==> src/rtl/puller.sv <==
// puller: pull-driven FIFO buffer between a valid/ready pusher
// and a consumer that requests one item at a time.
module puller #(
  parameter int WIDTH = 8,
  parameter int DEPTH = 4
) (
  input  logic                     clk,
  input  logic                     reset,
  input  logic [WIDTH-1:0]         item_in,
  input  logic                     in_valid,
  output logic                     in_ready,
  input  logic                     pull,
  output logic [WIDTH-1:0]         item_out,
  output logic                     out_valid,
  output logic [$clog2(DEPTH):0]   level,
  output logic                     empty,
  output logic                     full,
  output logic [7:0]               drop_count
);

  localparam int AW = $clog2(DEPTH);

  logic [WIDTH-1:0] r_mem [DEPTH];
  logic [AW-1:0]    r_wptr;
  logic [AW-1:0]    r_rptr;
  logic [AW:0]      r_level;
  logic [WIDTH-1:0] r_item_out;
  logic             r_out_valid;
  logic [7:0]       r_drop;

  logic w_full;
  logic w_empty;
  logic w_push;
  logic w_pull;
  logic w_drop;

  // status flags come from the registered level only
  always_comb begin
    w_full  = (r_level == (AW+1)'(DEPTH));
    w_empty = (r_level == '0);
    w_push  = in_valid & ~w_full;
    w_pull  = pull & ~w_empty;
    w_drop  = in_valid & w_full;
  end

  // storage array; entries are only read after being written
  always_ff @(posedge clk) begin
    if (w_push) r_mem[r_wptr] <= item_in;
  end

  // pointers and occupancy
  always_ff @(posedge clk or negedge reset) begin
    if (!reset) begin
      r_wptr  <= '0;
      r_rptr  <= '0;
      r_level <= '0;
    end else begin
      if (w_push) r_wptr <= r_wptr + AW'(1);
      if (w_pull) r_rptr <= r_rptr + AW'(1);
      unique case (1'b1)
        (w_push & ~w_pull): r_level <= r_level + (AW+1)'(1);
        (~w_push & w_pull): r_level <= r_level - (AW+1)'(1);
        default:            r_level <= r_level;
      endcase
    end
  end

  // registered delivery: one pulse per accepted pull
  always_ff @(posedge clk or negedge reset) begin
    if (!reset) begin
      r_item_out  <= '0;
      r_out_valid <= 1'b0;
    end else begin
      r_out_valid <= w_pull;
      if (w_pull) r_item_out <= r_mem[r_rptr];
    end
  end

  // saturating count of items refused while full
  always_ff @(posedge clk or negedge reset) begin
    if (!reset) begin
      r_drop <= 8'd0;
    end else if (w_drop && r_drop != 8'hFF) begin
      r_drop <= r_drop + 8'd1;
    end
  end

  assign in_ready   = ~w_full;
  assign item_out   = r_item_out;
  assign out_valid  = r_out_valid;
  assign level      = r_level;
  assign empty      = w_empty;
  assign full       = w_full;
  assign drop_count = r_drop;

endmodule

==> config.mk <==
export PLATFORM = sky130hd
export DESIGN_NAME = puller
export DESIGN_NICKNAME = d
export VERILOG_FILES = /design/src/rtl/puller.sv
export SDC_FILE = /design/constraint.sdc
export NUM_CORES = 1
export LEC_CHECK = 0
export CORE_AREA = 2 2 68 70
export DETAILED_ROUTE_END_ITERATION = 10
export DIE_AREA = 0 0 70 72
export DONT_BUFFER_PORTS = 1
export GPL_TIMING_DRIVEN = 0
export PLACE_DENSITY = 0.81
export SETUP_SLACK_MARGIN = 0.15
export SLEW_MARGIN = 10
export SYNTH_ARGS = -nofsm -noshare
export SYNTH_HDL_FRONTEND = slang
export SYNTH_SLANG_ARGS = --single-unit
==> constraint.sdc <==
create_clock -name clk -period 1.8 [get_ports clk]
set_input_delay 0.54 -clock clk [delete_from_list [all_inputs] [get_ports clk]]
set_output_delay 0.54 -clock clk [all_outputs]
set_load 0.05 [all_outputs]
After elaboration in Yosys (flattened, before gate mapping)
Memory sizes are Yosys's and may differ from the RTL's. A register that Yosys moved wholly into a read port is not among the register bits.
Index checks and enable logic that the tools add are counted.
- logic and storage cells: 29
- input port bits: 12
- memories kept: 1
- output and inout port bits: 23
- bits in registers: 16
- memory bits (writable): 32
- equality and inequality tests: 2
- reduce and logical (&&, ||, !) cells: 4
- add/subtract/negate cells: 5
- bitwise operators: 9
- muxes and demuxes: 3
- memory list (memory ; depth ; width ; rd ports ; clocked after Yosys merged registers in ; write ports ; RTL line ; RTL):
    r_mem ; 4 ; 8 ; 1 ; 1 ; 1 ; 23 ; logic [WIDTH-1:0] r_mem [DEPTH];
- operator list (kind ; number):
    $add A8 B1 Y8 const B ; 1
    $ne A8 B8 Y1 const B ; 1
    $pmux W3 S2 ; 1
    $and A1 B1 Y1 ; 5
    $add A2 B1 Y2 const B ; 2
    $not A1 Y1 ; 4
    $add A3 B1 Y3 const B ; 1
    $eq A3 B3 Y1 const B ; 1
    $logic_not A3 Y1 ; 1
    $sub A3 B1 Y3 const B ; 1
    $mux W1 ; 2
    $reduce_bool A2 Y1 ; 1
    $logic_and A1 B1 Y1 ; 1
    $logic_not A1 Y1 ; 1

Logic depth before layout (Yosys ltp)
- word-level depth: 6
- gate-level depth with buffers: 10
- gate-level depth less buffers: 10

Worst setup path before layout
No wires, ideal clock.
- path kind: register -> register
- start point: register r_level[0] (netlist: level[0])
- end point: register r_level[2] (netlist: level[2])
- cell stages (with the launch flop): 10
- path slack: -0.825 ns
- period minus slack after synthesis: 2.625 ns
- setup time: 0.151 ns
- path buffers: 0
- arrival: 2.474 ns
- cell sequence: dfrtp_1 -> nor3_2 -> nand2b_2 -> inv_4 -> ha_1 -> inv_1 -> fa_1 -> xor2_1 -> nor2_1 -> xor2_1
- word-level cells in the longest chain between the ends: 6
- elaborated cells between the ends (all ways): 14
- ends and longest elaborated chain (what ; RTL line ; RTL):
    start, declared ; 26 ; logic [AW:0] r_level;
    start signal, assigned ; 61 ; (w_push & ~w_pull): r_level <= r_level + (AW+1)'(1);
    start signal, assigned ; 62 ; (~w_push & w_pull): r_level <= r_level - (AW+1)'(1);
    start signal, assigned ; 63 ; default: r_level <= r_level;
    $logic_not A3 Y1 (*) ; 40 ; w_empty = (r_level == '0);
    net empty ; 16 ; output logic empty,
    $not A1 Y1 (*) ; 42 ; w_pull = pull & ~w_empty;
    $and A1 B1 Y1 (*) ; 42 ;
    net w_pull ; 34 ; logic w_pull;
    $not A1 Y1 ; 61 ;
    $and A1 B1 Y1 ; 61 ;
    $pmux W3 S2 or $reduce_bool A2 Y1 (tied branches) ; - ;
The timed path passes the listed nets; every way through them passes the cells marked *.
A chain may end at the register's enable or synchronous reset.

Worst setup path after layout
- start point: register r_level[1] (netlist: level[1])
- end point: register r_level[1] (netlist: level[1])
The elaborated chain is that of the path after synthesis.

==> metrics <==
CTS H-Tree Depth 2; CP endpoint level[1]; area share of the largest cell type after synthesis 0.4149; Final WS setup -0.5411 ns; Worst Hold Class primary input to async pin; # rows 24; Arr. time, crit path 2.55 ns; Finished Layout Cells 204; total wire length 4065 µm; reg-to-reg endpoint level[1]; peak supply drop 1.150 mV; RR Startpoint level[1]; Vias 1184; vias per cell 5.804; DRT iter0 DRCs 65; sequential share of the synthesized area 0.6742; post-route antenna net violation count 0; leakage 1.013 nW; CP required 2.01 ns; outcome finished, violations left; DP Cell Count 184; synth top area cells edfxtp_1 41%, dfrtp_1 26%, mux4_2 7.8%, mux2_2 3.9%, ha_1 3.2%; area of the core 4264 µm²; post-route design area 2711 µm²; Slew Limit Fails 0; Final Wtd Congestion 0.7690; leading area contributor after synthesis edfxtp_1; grt ovf 0; Hold WS 0.03630 ns; Syn Inst Count 132; die width 70 µm; Tcrit/Tclk final 1.301; Synth Area in Simple Gates 0.07509; max_slew headroom 0.5898; Worst-path clk slew 0.09 ns; Final min period 2.341 ns; Avg WL per Cell 19.93 µm; Fmax achieved 427.1 MHz; Synth-to-Final Area Change 17.07%; average cell area after synthesis 17.55 µm²; Mapped Nets 151; Worst Reg2Reg Path Length in Cells 7; adder-cell share of the synthesized area 0.04106; xor and xnor area share after synthesis 0.04160; largest net degree at the start of global routing 25; post-place setup slack -0.5616 ns; Root Buffer clkbuf_8; critical path class flip-flop to flip-flop; Worst setup SP type flip-flop; ANT cells 0; final hold vios 0; MaxCap Viol Count 0; global-route wire length before repair 6279 µm; Power Density 1770 nW/µm²; largest family of logic cells by synthesized area multiplexers; CP Launch Point level[1]; Tot Pwr 4.800 mW; vias in the first global route 1221; drt first pass iters 4; hpwl dp 2715 µm; detailed-route DRC error count 0; mux share of post-synthesis cell area 0.1307; Post-Syn Area 2316 µm²; antenna violations before repair 0; starting density of the core 0.5431; Ys Warns 0; Synth Register Bits 56; Die Area 5040 µm²; gr usage total 0.1713; crit path max fanout 4; Num Clock Sinks 56; CTS tree done; R2R setup slack -0.54 ns; latest clock arrival within the worst-skew pair 0.30 ns; Worst-Margin Slew 0.6153 ns; # IOs 35; Synth Area in Compound Gates 0.01675; Final Setup Violations 15; layout cells sized above 1 0.4803; placed instance area 2430 µm²; Final #Nets 170; die height 72 µm; Setup crit end kind flip-flop; Yosys cell types 31; clock buffer depth 2; failing checks setup timing; RSZ-0062 raised after global routing true; Final Skew 0.007008 ns; IO Port Bufs 0; clock buffer count from CTS 5
power by group:
group	leakage (nW)	internal [mW]	switching, mW	total [mW]
combinational	0.395	0.756	0.684	1.44
clock	0.0422	0.274	0.374	0.648
sequential	0.576	1.78	0.929	2.71
total	1.01	2.81	1.99	4.80
synthesized netlist by cell type:
cell type  number
o21bai_1        1
mux2_1          2
nor3_2          1
mux4_2          8
nand2b_2        1
mux2_2          8
nor4_2          1
mux2i_1         1
buf_6           1
nand2_1         6
a21boi_0        1
xnor2_1         8
buf_1           1
xor2_1          3
nand3_2         1
o21a_1          1
and4_1          1
and2_1          1
fa_1            1
nand4bb_4       1
a21oi_4         1
nand3_1         3
and3_1          6
inv_4           1
nand4_1         1
nor2_1          1
inv_1           7
edfxtp_1       32
nor3_1          1
dfrtp_1        24
ha_1            6
cell usage in the layout, fill, tap and decap left out, types with 5 or more instances in the layout:
master    count
edfxtp_1     32
dfrtp_1      15
clkbuf_8      5
mux2_2        8
xnor2_1       7
dfrtp_4       5
buf_4         9
mux4_2        8
stage by stage:
step	util	TNS, ns
finish	0.6359	-3.509
global route	0.6359	-4.438
CTS	0.6139	-3.731
detailed placement	0.5698	-1.584
global placement	0.5698	-1.096
floorplan	-	-0.8542
layer usage:
layer	global-route usage	up-vias	routed length, µm
li1	-	525	-
met2	0.2942	42	2188
met4	0.05769	0	62
met3	0.08056	7	269
met5	0	-	0
met1	0.1900	610	1544
cell families (layout without fill, tap and decap cells):
family | after synthesis | in the layout
xor gates and xnor gates | 11 | 11
muxes | 19 | 19
and+or+nand+nor | 25 | 25
adders and majority gates | 7 | 7
DFF | 56 | 56
buffers and inverters | 10 | 30
AOI/OAI and AO/OA | 4 | 4
state kept, by name, indices dropped and copies added, names as in the netlist:
register	cells
drop_count	8
item_out	8
level	3
out_valid	1
r_mem	32
r_rptr	2
r_wptr	2
final cells by class:
class	instances	area, µm²
flip-flops and latches	56	1585
inverters	8	46.29
clock inverters	1	5.005
well taps	52	65.06
fillers	293	1553
plain buffers	2	15.01
multi-input cells	66	808.3
repair buffers	12	110.1
clock buffers	7	76.32
how the worst min path moves through the flow:
stage | from | end | slack [ns] | depth (start not counted)
after global routing | reset | item_out[7] | 0.03 | 1
after floorplan | reset | drop_count[0] | 0.24 | 0
after detailed placement | reset | item_out[2] | 0.24 | 0
final | reset | item_out[7] | 0.04 | 1
after CTS | reset | item_out[7] | 0.03 | 1
after global placement | reset | item_out[2] | 0.24 | 0
worst max-delay path: stages, from the launching register on:
cell and delay [ns]:
dfrtp_4 0.59, nor3_4 0.55, nand2b_4 0.28, inv_8 0.03, ha_4 0.15, inv_2 0.06
fa_2 0.41, mux2i_1 0.17
timing repair:
item / CTS / global route
pin swaps: 7 / 7
setup endpoints to repair: 53 / 25
hold buffers: 1 / 0
hold endpoints to repair: 24 / 0
gates resized for setup: 17 / 16
setup buffers: 5 / 6
Power figures use the tool's default switching activity.
